File: src/rtl/bo_datapath.sv
// bo_datapath: operative block for the JK-style control FSM. Executes one
// micro-operation per clock on RX/RS/RH, captures RS into result on the
// first done cycle and keeps a sticky per-run overflow flag.
module bo_datapath #(
  parameter int unsigned WIDTH = 8
) (
  input  logic             clk,
  input  logic             rst,
  input  logic [WIDTH-1:0] x_in,
  input  logic [0:1]       m0,
  input  logic [0:1]       m1,
  input  logic [0:1]       m2,
  input  logic             lx,
  input  logic             ls,
  input  logic             lh,
  input  logic             h,
  input  logic             done,
  output logic [WIDTH-1:0] result,
  output logic             result_valid,
  output logic             ovf,
  output logic             zero
);

  logic [WIDTH-1:0]   rx;
  logic [WIDTH-1:0]   rs;
  logic [WIDTH-1:0]   rh;
  logic               done_q;

  logic [WIDTH-1:0]   mux_a;
  logic [WIDTH-1:0]   mux_b;
  logic [WIDTH-1:0]   alu;
  logic [WIDTH:0]     sum;
  logic [2*WIDTH-1:0] prod;
  logic               ovf_event;
  logic               any_load;

  // Operand muxes; bit 0 of each select is the MSB.
  always_comb begin
    unique case ({m0[0], m0[1]})
      2'b00:   mux_a = rx;
      2'b01:   mux_a = rs;
      2'b10:   mux_a = rh;
      default: mux_a = x_in;
    endcase
    unique case ({m1[0], m1[1]})
      2'b00:   mux_b = rx;
      2'b01:   mux_b = rs;
      2'b10:   mux_b = rh;
      default: mux_b = {{(WIDTH-1){1'b0}}, 1'b1};
    endcase
  end

  // ALU with unsigned wraparound and overflow event detection.
  always_comb begin
    sum       = {1'b0, mux_a} + {1'b0, mux_b};
    prod      = {{WIDTH{1'b0}}, mux_a} * {{WIDTH{1'b0}}, mux_b};
    alu       = mux_a;
    ovf_event = 1'b0;
    unique case ({m2[0], m2[1]})
      2'b00: begin
        alu       = sum[WIDTH-1:0];
        ovf_event = sum[WIDTH];
      end
      2'b01: begin
        alu       = mux_a - mux_b;
        ovf_event = (mux_a < mux_b);
      end
      2'b10: begin
        alu       = prod[WIDTH-1:0];
        ovf_event = (prod[2*WIDTH-1:WIDTH] != '0);
      end
      default: alu = mux_a;
    endcase
  end

  assign any_load = lx | ls | lh;
  assign zero     = (alu == '0);

  // Working registers; all loads use pre-edge ALU/A values.
  always_ff @(posedge clk or posedge rst) begin
    if (rst) begin
      rx <= '0;
      rs <= '0;
      rh <= '0;
    end else begin
      if (lx) rx <= alu;
      if (ls) rs <= alu;
      if (lh) rh <= h ? alu : mux_a;
    end
  end

  // Sticky overflow: set on a loaded overflow event, cleared by an idle cycle.
  always_ff @(posedge clk or posedge rst) begin
    if (rst) begin
      ovf <= 1'b0;
    end else if (ovf_event && any_load) begin
      ovf <= 1'b1;
    end else if (!lx) begin
      ovf <= 1'b0;
    end
  end

  // Capture old RS on the rising edge of done, with a single-cycle valid pulse.
  always_ff @(posedge clk or posedge rst) begin
    if (rst) begin
      done_q       <= 1'b0;
      result       <= '0;
      result_valid <= 1'b0;
    end else begin
      done_q       <= done;
      result_valid <= done && !done_q;
      if (done && !done_q) result <= rs;
    end
  end

endmodule

File: config.mk
export PLATFORM = sky130hd
export DESIGN_NAME = bo_datapath
export DESIGN_NICKNAME = d
export VERILOG_FILES = /design/src/rtl/bo_datapath.sv
export SDC_FILE = /design/constraint.sdc
export NUM_CORES = 1
export LEC_CHECK = 0
export CAP_MARGIN = 10
export CORE_AREA = 2 2 119 121
export CTS_CLUSTER_DIAMETER = 150
export CTS_CLUSTER_SIZE = 30
export DETAILED_ROUTE_END_ITERATION = 8
export DIE_AREA = 0 0 121 123
export PLACE_DENSITY = 0.53
export RECOVER_POWER = 100
export SYNTH_ARGS = -nofsm -noshare
export SYNTH_HDL_FRONTEND = slang
export SYNTH_SLANG_ARGS = --single-unit
File: constraint.sdc
create_clock -name clk -period 6.7 [get_ports clk]
set_clock_uncertainty 0.2 [all_clocks]
set_input_delay 0.67 -clock clk [delete_from_list [all_inputs] [get_ports clk]]
set_output_delay 0.67 -clock clk [all_outputs]
set_load 0.05 [all_outputs]
# Word-level counts from Yosys, hierarchy flattened
# Cells that the tools add are included.
word_totals:
  regBits: 35
  latch_bits: 0
  mem_bits_rw: 0
  mem_bits_ro: 0
  inputBits: 21
  output_inout_bits: 11
  wordCells: 35
  n_memories: 0
op_classes:
  n_addsub: 2
  n_mul: 1
  n_div: 0
  order_cmp: 1
  n_eq_ne: 7
  shift: 0
  n_mux: 7
  bitwise: 2
  reduce_logical: 8
ops:
  columns: ["operator", "n"]
  rows:
  - ["case mux 8 bit (3 select lines)", 3]
  - ["multiplier 8 x 8 -> 16 bit", 1]
  - ["adder 8 x 8 -> 9 bit", 1]
  - ["logical NOT 8 bit", 1]
  - ["< comparator 8 bit", 1]
  - ["2-to-1 mux 8 bit", 1]
  - ["nonzero test 8 bit", 1]
  - ["subtractor 8 bit", 1]
  - ["== test 2 x 1 -> 1 bit (second input constant)", 3]
  - ["== test 2 bit (second input constant)", 3]
  - ["logical NOT 2 bit", 3]
  - ["case mux 1 bit (3 select lines)", 1]
  - ["logical AND 1 bit", 2]
  - ["2-to-1 mux 1 bit", 2]
  - ["inequality test 2 x 1 -> 1 bit (second input constant)", 1]
  - ["OR 1 bit", 2]
  - ["logical NOT 1 bit", 1]

# Depth between registers and ports, before layout
# Gate-level depths: netlist (run 1).
depth:
  word_depth: 7
  ltp_mapped: 22
  ltp_nobuf: 20

# Worst setup path before layout (run 1)
# No wires, ideal clock.
synth_timing:
  path_kind: "input to output"
  start: "input port m1[1] (netlist name)"
  end: "output port zero"
  t_arrival_ps: 5266
  path_slack_ps: 564
  cell_stages: 17
  n_path_buf: 1
  path_cell_list: "clkbuf_1 -> mux2i_1 -> nor2_1 -> a21oi_1 -> inv_1 -> nand2_1 -> fa_1 -> fa_1 -> fa_1 -> fa_1 -> inv_1 -> ha_1 -> a211oi_1 -> nor3_1 -> a21oi_1 -> mux2i_1 -> and4bb_1"
synth_between:
  elab_chain_len: 5
synth_lines:
  columns: ["item", "line", "text"]
  rows:
  - ["start, declared", "11", "input logic [0:1] m1,"]
  - ["== test 2 bit, or another cell as far along", "45", "unique case ({m1[0], m1[1]})"]
  - ["case mux 8 bit (3 select lines) *", "45", null]
  - ["multiplier 8 x 8 -> 16 bit, or another cell as far along", "56", "prod = {{WIDTH{1'b0}}, mux_a} * {{WIDTH{1'b0}}, mux_b};"]
  - ["case mux 8 bit (3 select lines) *", "59", "unique case ({m2[0], m2[1]})"]
  - ["logical NOT 8 bit *", "77", "assign zero = (alu == '0);"]
  - ["end, declared", "21", "output logic zero"]
# Mark *: on every way between the ends. The rest lies on a longest branch, timed or not.

# Worst setup path after layout (run 1)
layout_timing:
  start: "input port m0[1] (netlist name)"
  end: "output port zero"
layout_between:
  elab_chain_len: 5
layout_lines:
  columns: ["item", "line", "text"]
  rows:
  - ["start, declared", "10", "input logic [0:1] m0,"]
  - ["== test 2 bit, or another cell as far along", "39", "unique case ({m0[0], m0[1]})"]
  - ["case mux 8 bit (3 select lines) *", "39", null]
  - ["multiplier 8 x 8 -> 16 bit, or another cell as far along", "56", null]
  - ["case mux 8 bit (3 select lines) *", "59", null]
  - ["logical NOT 8 bit *", "77", null]
# Marks and branches as above.

==> results of run 1 <==
==> cell type report <==
type | count | area (um^2)
tap | 180 | 225
sequential | 35 | 876
clock inverter | 3 | 43.8
inverter | 76 | 285
timing repair buffer | 73 | 627
clock buffer | 5 | 125
fill | 1406 | 7930
multi-input combinational | 392 | 3500
==> state kept, by name, summed over array words and instances, names as in the netlist <==
| register | flops |
|---|---|
| done_q | 1 |
| ovf | 1 |
| result | 8 |
| result_valid | 1 |
| rh | 8 |
| rs | 8 |
| rx | 8 |
==> logic make-up (layout without fill, tap and decap cells) <==
| logic type | after synthesis | after routing |
|---|---|---|
| AOI/OAI and AO/OA | 104 | 104 |
| xor gates and xnor gates | 14 | 14 |
| adders and majority gates | 90 | 90 |
| buffers and inverters | 94 | 157 |
| DFF | 35 | 35 |
| muxes | 50 | 50 |
| and+or+nand+nor | 134 | 134 |
==> per-stage QoR <==
stage               setup slack (ns)  std cells  hold slack (ns)
finish                         0.180        764            0.302
floorplan                      0.564        521            0.298
CTS                           0.0161        764            0.313
global route                  0.0105        764            0.328
global placement             0.00565        755            0.292
detailed placement           -0.0554        755            0.300
==> worst register-to-register path, delay by kind of cell (launching register included) <==
kind / cells / cell delay (ns)
fa+ha+maj: 5 / 2.32
simple gates: 5 / 1.25
mux: 1 / 0.56
buf+inv: 4 / 0.42
compound gates: 3 / 0.41
flops: 1 / 0.40
==> worst min path at each step <==
stage	to	depth (start not counted)	startpoint
floorplan	rx[1]$_DFFE_PP0P_	1	rx[1]$_DFFE_PP0P_
global placement	result[1]$_DFFE_PP0P_	1	result[1]$_DFFE_PP0P_
detailed placement	result[5]$_DFFE_PP0P_	1	result[5]$_DFFE_PP0P_
CTS	result[5]$_DFFE_PP0P_	1	result[5]$_DFFE_PP0P_
global route	result[4]$_DFFE_PP0P_	1	result[4]$_DFFE_PP0P_
finish	result[5]$_DFFE_PP0P_	1	result[5]$_DFFE_PP0P_
==> cell usage in the layout (no fill, tap or decap), types with 4 or more instances in the layout <==
cell and n:
ha_1 51, xnor2_1 7, clkbuf_16 5, dlygate4sd3_1 12, o21ai_1 7, buf_4 32, nor2_1 41, nand2b_1 6
mux2i_1 15, mux2_2 26, dfrtp_1 35, inv_1 75, xor2_1 5, a21oi_1 24, fa_1 37, o21bai_1 4
clkdlybuf4s50_1 17, a31oi_1 7, o21ai_0 19, o211ai_1 4, nor2b_1 5, mux4_2 7, clkbuf_1 7, a21o_1 7
and2_1 6, nand2_1 50
==> repair_timing <==
action / CTS / global route
cloned: 0 / 0
endpoints found under the setup margin: 1 / 1
gates resized for setup: 2 / 17
pin swaps: 0 / 2
endpoints found under the hold margin: 0 / 0
setup buffers: 1 / 0
==> routing by layer <==
metal  vias up  part of all wire (%)
met2        79                    45
met1      1914                    50
li1       1891                     -
met5         -                     0
met3        20                   2.9
met4         0                   1.5
==> flow_summary_export.csv, run 1 <==
group,metric,value,unit
run_status,outcome,"finished with violations",
run_status,failed_checks,"capacitance limit, slew limit",
die,io_pins,32,
route,drt_drc_violations_left,0,
sta,setup_viol,0,
route,via_count,3904,
placed_design,gp_congestion,0.896,
sta,slew_viol_final,36,
flow_run,drv_cap,1,
cells_and_area,final_net_count,694,
global_route,met2_usage,29.2,%
global_route,track_usage,18.6,%
global_route,grt_pass1_vias,4079,
sta,relSlewSlack,-30.9,%
synthesis,synth_top_family_by_area,"adder cells",
synthesis,synth_commonest_cells,"inv_1 (76), ha_1 (52), nand2_1 (50)",
worst_setup_path,start_kind,"primary input",
placed_design,dpl.hpwl,10900,um
sta,rsz0062_at_grt,"false",
worst_setup_path,path_depth,16,
sta,fmax,153,MHz
synthesis,syn_area,4680,um^2
worst_setup_path,crit_arrival,5.65,ns
die,die_w,121,um
worst_setup_path,worstRegToRegCells,18,
worst_setup_path,cp_num_buf_inv,4,
route,wl,13200,um
cells_and_area,antenna_cells_inserted,0,
sta,min_period,6.52,ns
synthesis,yosys.area_share.simple,13.3,%
placed_design,place_area,5470,um^2
worst_setup_path,reg2reg_slack,1.02,ns
sta,finalSetupTns,0,ns
sta,fin_crit_sh,97.3,%
clock_tree,cts_root_buf,"clkbuf_16",
synthesis,ys_types,56,
die,die_y,123,um
worst_setup_path,max_stage_delay,0.62,ns
clock_tree,clk_latency,0.28,ns
clock_tree,cts_sinks,35,
die,die_area,14900,um^2
worst_setup_path,worstPathRequired,5.83,ns
synthesis,synth_edf_count,0,
placed_design,portBuffers,31,
route,antenna_left,0,
die,initial_utilization,34.4,%
route,drtPass1Iterations,4,
route,wl_per_cell,17.3,um
synthesis,synth_top_area_share,18.7,%
synthesis,muxShareOfSynthArea,13.3,%
worst_setup_path,worstReg2RegEnd,"ovf$_DFFE_PP0P_",
global_route,met3_usage,1.80,%
synthesis,synth_xor_xnor_area_share,2.62,%
synthesis,yosys-top-cells-area,"dfrtp_1 (19%), fa_1 (16%), ha_1 (14%)",
synthesis,synthAdderAreaFrac,30.2,%
route,via_per_inst,5.11,
cells_and_area,final_util,41.7,%
sta,worst_pin_slew,1.96,ns
clock_tree,path_clk_slew,0.05,ns
clock_tree,clk_path_buf_depth,2,
cells_and_area,syn2layout_area_growth,21.4,%
synthesis,async_reset_ff_share,100,%
worst_hold_path,hold_path.class,"reg2reg",
worst_setup_path,crit_path_frequent_cell,"fa_1",
sta,hold_violations,0,
synthesis,avgSynthCellArea,8.98,um^2
global_route,grt_overflow,0,
clock_tree,cts_tree,"done",
worst_setup_path,path_cells,"clkdlybuf4s50_1, buf_12, mux4_2, nand2_1, fa_1, fa_1, fa_1, fa_1, inv_1, ha_1, a211oi_1, nor3_2, a21oi_2, mux2i_2, and4bb_1, buf_6",
worst_setup_path,regToRegStartpoint,"rs[5]$_DFFE_PP0P_",
synthesis,synth_compound_area_share,14.2,%
worst_setup_path,critPathSlowestCell,"mux4_2",
worst_setup_path,endpoint,"zero",
worst_setup_path,critical_path_class,"in2out",
global_route,grt_max_degree,36,
synthesis,synthFlopType,"dfrtp_1",
global_route,busiest_layer,"met2",
cells_and_area,fin_area,5680,um^2
die,core,13600,um^2
synthesis,synth_most_common_cell,"inv_1",
clock_tree,cts_buffers,5,
route,drt_iter0_drc,217,
clock_tree,htree_levels,2,
global_route,grt_pass1_wl,21900,um
worst_setup_path,endpoint_kind,"primary output",
global_route,antenna_found_initial,0,
synthesis,synth_top_area_cell,"dfrtp_1",
worst_setup_path,crit_path_start,"m0[1]",
die,fp-row-count,43,
cells_and_area,drive_gt1_share,16.4,%
global_route,grtUsageMet1,28.2,%
synthesis,syn_inst,521,
worst_setup_path,crit_fanout,10,
clock_tree,hold_buffers,0,
synthesis,yosys_register_bits,35,
synthesis,ys_warn_count,0,
worst_setup_path,cp_top_family,"adder cells",
synthesis,synth_fp_nets,632,
synthesis,yosysSeqAreaShare,18.7,%
Power of run 1 is not shown: default switching activity piles up to over one toggle a cycle in this logic, so the estimate is an artifact.
==> run 2: changes to the inputs <==
--- a/config.mk
+++ b/config.mk
@@ -6,13 +6,15 @@
 export NUM_CORES = 1
 export LEC_CHECK = 0
 export CAP_MARGIN = 10
-export CORE_AREA = 2 2 119 121
+export CORE_AREA = 2 2 125 115
 export CTS_CLUSTER_DIAMETER = 150
 export CTS_CLUSTER_SIZE = 30
 export DETAILED_ROUTE_END_ITERATION = 8
-export DIE_AREA = 0 0 121 123
-export PLACE_DENSITY = 0.53
+export DIE_AREA = 0 0 127 117
+export PLACE_DENSITY = 0.54
 export RECOVER_POWER = 100
+export SETUP_SLACK_MARGIN = 0.4
+export SLEW_MARGIN = 15
 export SYNTH_ARGS = -nofsm -noshare
 export SYNTH_HDL_FRONTEND = slang
 export SYNTH_SLANG_ARGS = --single-unit
==> flow_summary_export.csv, run 2 (synthesis gave the netlist of run 1 again) <==
group,metric,value,unit
run_status,outcome,"finished with violations",
run_status,failed_checks,"capacitance limit, slew limit",
clock_tree,htree_levels,2,
clock_tree,path_clk_slew,0.05,ns
clock_tree,clk_latency,0.29,ns
cells_and_area,final_common_cell,"inv_1",
route,drtPass1Iterations,5,
worst_setup_path,crit_path_start,"x_in[1]",
sta,min_period,6.30,ns
global_route,grt_overflow,0,
clock_tree,cts_root_buf,"clkbuf_16",
sta,setup_viol,0,
clock_tree,cts_buffers,5,
cells_and_area,nFillCells,1381,
sta,rsz0062_at_grt,"true",
clock_tree,clk_path_buf_depth,2,
worst_setup_path,endpoint_kind,"primary output",
route,wl,13100,um
global_route,busiest_layer,"met2",
sta,worst_pin_slew,1.86,ns
die,fp-row-count,41,
worst_setup_path,max_stage_delay,0.58,ns
clock_tree,cts_sinks,35,
cells_and_area,final_cell_mix,"inv_1 (74), nand2_1 (50), ha_1 (48)",
cells_and_area,seqCellArea,876,um^2
placed_design,dpl.hpwl,10800,um
worst_hold_path,hold_path.class,"reg2reg",
sta,finalSetupTns,0,ns
placed_design,portBuffers,31,
global_route,track_usage,18.3,%
global_route,grt_pass1_vias,3983,
global_route,grt_max_degree,36,
cells_and_area,fin_cells,763,
cells_and_area,final_util,42.1,%
sta,fmax,159,MHz
worst_setup_path,crit_fanout,4,
cells_and_area,drive_gt1_share,18.6,%
cells_and_area,antenna_cells_inserted,0,
worst_setup_path,path_depth,18,
global_route,met2_usage,28.5,%
die,initial_utilization,34.3,%
worst_setup_path,regToRegStartpoint,"rx[4]$_DFFE_PP0P_",
sta,fin_crit_sh,94.1,%
die,die_area,14900,um^2
worst_setup_path,worstRegToRegCells,17,
global_route,antenna_found_initial,0,
worst_setup_path,cp_num_buf_inv,5,
route,via_per_inst,5.30,
global_route,grt_pass1_wl,21000,um
worst_setup_path,cp_top_family,"adder cells",
worst_setup_path,reg2reg_slack,0.98,ns
cells_and_area,multi_input_area,3550,um^2
worst_setup_path,worstReg2RegEnd,"ovf$_DFFE_PP0P_",
placed_design,gp_congestion,0.884,
sta,hold_violations,0,
sta,relSlewSlack,-23.9,%
placed_design,dp.cells,744,
worst_setup_path,crit_path_frequent_cell,"inv_1",
global_route,grtUsageMet1,27.4,%
worst_setup_path,critPathSlowestCell,"mux4_2",
die,io_pins,32,
worst_setup_path,worstPathRequired,5.83,ns
worst_setup_path,endpoint,"zero",
route,wl_per_cell,17.1,um
worst_setup_path,crit_arrival,5.43,ns
worst_setup_path,start_kind,"primary input",
flow_run,drv_cap,1,
clock_tree,cts_tree,"done",
sta,slew_viol_final,36,
route,drt_drc_violations_left,0,
route,via_count,4042,
die,core,13600,um^2
cells_and_area,syn2layout_area_growth,22.8,%
worst_setup_path,path_cells,"dlygate4sd3_1, mux4_2, inv_1, nor2_1, ha_1, fa_1, ha_1, inv_1, fa_1, inv_1, fa_2, a211oi_2, nor2_1, nor3_2, a21oi_2, mux2i_1, and4bb_1, buf_6",
clock_tree,hold_buffers,0,
route,antenna_left,0,
worst_setup_path,critical_path_class,"in2out",
global_route,met3_usage,2.64,%
die,die_w,127,um
route,drt_iter0_drc,259,
cells_and_area,final_net_count,701,
die,die_y,117,um
run 2: repair_timing:
item / 4_1_cts / 5_1_grt
cloned: 0 / 0
pin swaps: 5 / 7
gates resized for setup: 20 / 15
buffers inserted: 4 / 7
endpoints found under the setup margin: 2 / 2
run 2: metrics by stage:
stage	hold slack [ns]	worst slack (ns)	instance area, um^2
floorplan	0.298	0.564	4680
detailed placement	0.299	-0.0751	5440
CTS	0.312	0.411	5690
global route	0.328	0.186	5750
finish	0.304	0.397	5750
global placement	0.291	0.0131	5440
run 2: cell type report:
cell class	instances	area share [%]
clock buffer	6	2.24
clock inverter	2	0.218
inverter	76	4.96
multi-input combinational	392	61.7
sequential	35	15.2
tap	172	3.74
timing repair buffer	80	11.9
run 2: worst reg2reg max path, delay by kind of cell, from the launching register on:
kind	cells	cell delay, ns
simple gates	4	1.13
buf+inv	3	0.28
mux	1	0.51
flops	1	0.39
fa+ha+maj	6	2.61
compound gates	3	0.46
run 2: per-layer routing:
layer  part of all wire, %  vias to the layer above
met2                    44                       99
li1                      -                     1918
met3                   4.9                       16
met5                     0                        -
met1                    50                     2009
met4                   1.3                        0
run 2: worst min-delay path by stage:
stage / from / to / cells after the start / slack, ns
4_1_cts: result[1]$_DFFE_PP0P_ / result[1]$_DFFE_PP0P_ / 1 / 0.31
6_report: result[1]$_DFFE_PP0P_ / result[1]$_DFFE_PP0P_ / 1 / 0.30
3_5_place_dp: result[4]$_DFFE_PP0P_ / result[4]$_DFFE_PP0P_ / 1 / 0.30
5_1_grt: result[0]$_DFFE_PP0P_ / result[0]$_DFFE_PP0P_ / 1 / 0.33
3_3_place_gp: result[0]$_DFFE_PP0P_ / result[0]$_DFFE_PP0P_ / 1 / 0.29
2_1_floorplan: rx[1]$_DFFE_PP0P_ / rx[1]$_DFFE_PP0P_ / 1 / 0.30
Power of run 2 is left out for the same reason.
==> run 3: changes to the inputs <==
--- a/config.mk
+++ b/config.mk
@@ -6,12 +6,12 @@
 export NUM_CORES = 1
 export LEC_CHECK = 0
 export CAP_MARGIN = 10
-export CORE_AREA = 2 2 125 115
+export CORE_AREA = 2 2 96 89
 export CTS_CLUSTER_DIAMETER = 150
 export CTS_CLUSTER_SIZE = 30
 export DETAILED_ROUTE_END_ITERATION = 8
-export DIE_AREA = 0 0 127 117
-export PLACE_DENSITY = 0.54
+export DIE_AREA = 0 0 98 91
+export PLACE_DENSITY = 0.82
 export RECOVER_POWER = 100
 export SETUP_SLACK_MARGIN = 0.4
 export SLEW_MARGIN = 15
==> flow_summary_export.csv, run 3 (synthesis gave the netlist of run 1 again) <==
group,metric,value,unit
clock_tree,cts_tree,"done",
clock_tree,hold_buffers,0,
die,die_y,91,um
worst_setup_path,critical_path_class,"in2out",
sta,relSlewSlack,-25.8,%
worst_setup_path,max_stage_delay,0.51,ns
global_route,track_usage,29.3,%
route,via_count,4253,
die,fp-row-count,31,
global_route,grt_pass1_vias,4182,
global_route,antenna_found_initial,0,
route,via_per_inst,6.08,
cells_and_area,fin_area,5750,um^2
sta,slew_viol_final,36,
route,drtPass1Iterations,5,
worst_hold_path,hold_path.class,"reg2reg",
sta,worst_pin_slew,1.89,ns
cells_and_area,final_cell_mix,"inv_1 (72), buf_4 (48), ha_1 (47)",
placed_design,portBuffers,31,
cells_and_area,drive_gt1_share,22.8,%
run_status,outcome,"finished with violations",
clock_tree,clk_path_buf_depth,2,
global_route,grt_pass1_wl,20800,um
die,io_pins,32,
worst_setup_path,worstPathRequired,5.83,ns
worst_setup_path,start_kind,"primary input",
sta,fin_crit_sh,94.2,%
worst_setup_path,path_cells,"clkbuf_1, clkbuf_1, mux2i_1, o21ai_2, buf_6, buf_4, inv_1, nor2_2, ha_2, fa_1, ha_1, inv_1, fa_1, inv_2, fa_2, clkbuf_4, xor2_1, nand2_1, nand2_1, o21ai_0, o21a_1, and4bb_1, buf_6",
sta,setup_viol,0,
sta,min_period,6.31,ns
clock_tree,cts_root_buf,"clkbuf_8",
sta,rsz0062_at_grt,"false",
cells_and_area,final_common_cell,"inv_1",
global_route,grt_max_degree,36,
clock_tree,htree_levels,2,
clock_tree,path_clk_slew,0.07,ns
die,initial_utilization,59.4,%
worst_setup_path,endpoint_kind,"primary output",
cells_and_area,antenna_cells_inserted,0,
run_status,failed_checks,"capacitance limit, slew limit",
flow_run,drv_cap,1,
clock_tree,cts_sinks,35,
worst_setup_path,crit_fanout,8,
die,die_w,98,um
route,antenna_left,0,
route,wl,13000,um
sta,hold_violations,0,
cells_and_area,syn2layout_area_growth,22.9,%
global_route,grt_overflow,0,
die,core,7870,um^2
cells_and_area,nFillCells,583,
route,drt_iter0_drc,349,
route,drt_drc_violations_left,0,
placed_design,gp_congestion,0.956,
placed_design,place_area,5340,um^2
die,die_area,8920,um^2
sta,fmax,158,MHz
route,wl_per_cell,18.5,um
placed_design,dpl.hpwl,9970,um
worst_setup_path,crit_arrival,5.44,ns
clock_tree,cts_buffers,5,
clock_tree,clk_latency,0.30,ns
worst_setup_path,critPathSlowestCell,"fa_1",
placed_design,dp_slack,-0.00152,ns
sta,hold_slack,0.307,ns
cells_and_area,final_net_count,710,
sta,worst_slack,0.389,ns
[run 3: area by class of cell]
class | count | area [um^2] | area share, %
multi-input cells | 392 | 3600 | 62.5
clock buffers | 6 | 82.6 | 1.44
inverters | 76 | 285 | 4.96
clock inverters | 2 | 35.0 | 0.609
flip-flops and latches | 35 | 876 | 15.2
well taps | 99 | 124 | 2.15
repair buffers | 89 | 752 | 13.1
[run 3: worst paths after layout]
| path | start | end | slack (ns) | depth (start not counted) |
|---|---|---|---|---|
| max | m1[1] | zero | 0.39 | 23 |
| min | result[5]$_DFFE_PP0P_ | result[5]$_DFFE_PP0P_ | 0.31 | 1 |
| max reg2reg | rh[3]$_DFFE_PP0P_ | ovf$_DFFE_PP0P_ | 1.04 | 18 |
| min reg2reg | result[5]$_DFFE_PP0P_ | result[5]$_DFFE_PP0P_ | 0.31 | 1 |
| max in group asynchronous | rst | result[4]$_DFFE_PP0P_ | 3.93 | 3 |
| min in group asynchronous | rst | result[7]$_DFFE_PP0P_ | 1.28 | 3 |
[run 3: critical path, delay by kind of cell]
| family | cells | cell delay [ns] |
|---|---|---|
| muxes | 1 | 0.26 |
| buffers and inverters | 9 | 1.49 |
| AOI/OAI and AO/OA | 3 | 0.46 |
| xor gates and xnor gates | 1 | 0.27 |
| adders and majority gates | 5 | 1.80 |
| and+or+nand+nor | 4 | 0.48 |
[run 3: per-layer routing]
| layer | track usage [%] | wire, um | vias up |
|---|---|---|---|
| li1 | - | - | 1932 |
| met1 | 42.7 | 5540 | 2083 |
| met2 | 45.8 | 6030 | 206 |
| met3 | 4.70 | 1100 | 32 |
| met4 | 7.18 | 279 | 0 |
| met5 | 0 | 0 | - |
[run 3: metrics by stage]
stage               util (%)   TNS, ns  std cells
floorplan                  -         0        521
global placement        67.8         0        672
detailed placement      67.8  -0.00152        672
CTS                     71.4         0        694
global route            73.1         0        699
finish                  73.1         0        699
[run 3: what timing repair did]
| action | in CTS | in global routing |
|---|---|---|
| setup buffers | 14 | 5 |
| gates resized for setup | 20 | 34 |
| pin swaps | 6 | 19 |
| endpoints found under the setup margin | 2 | 5 |
Power of run 3 is left out for the same reason.
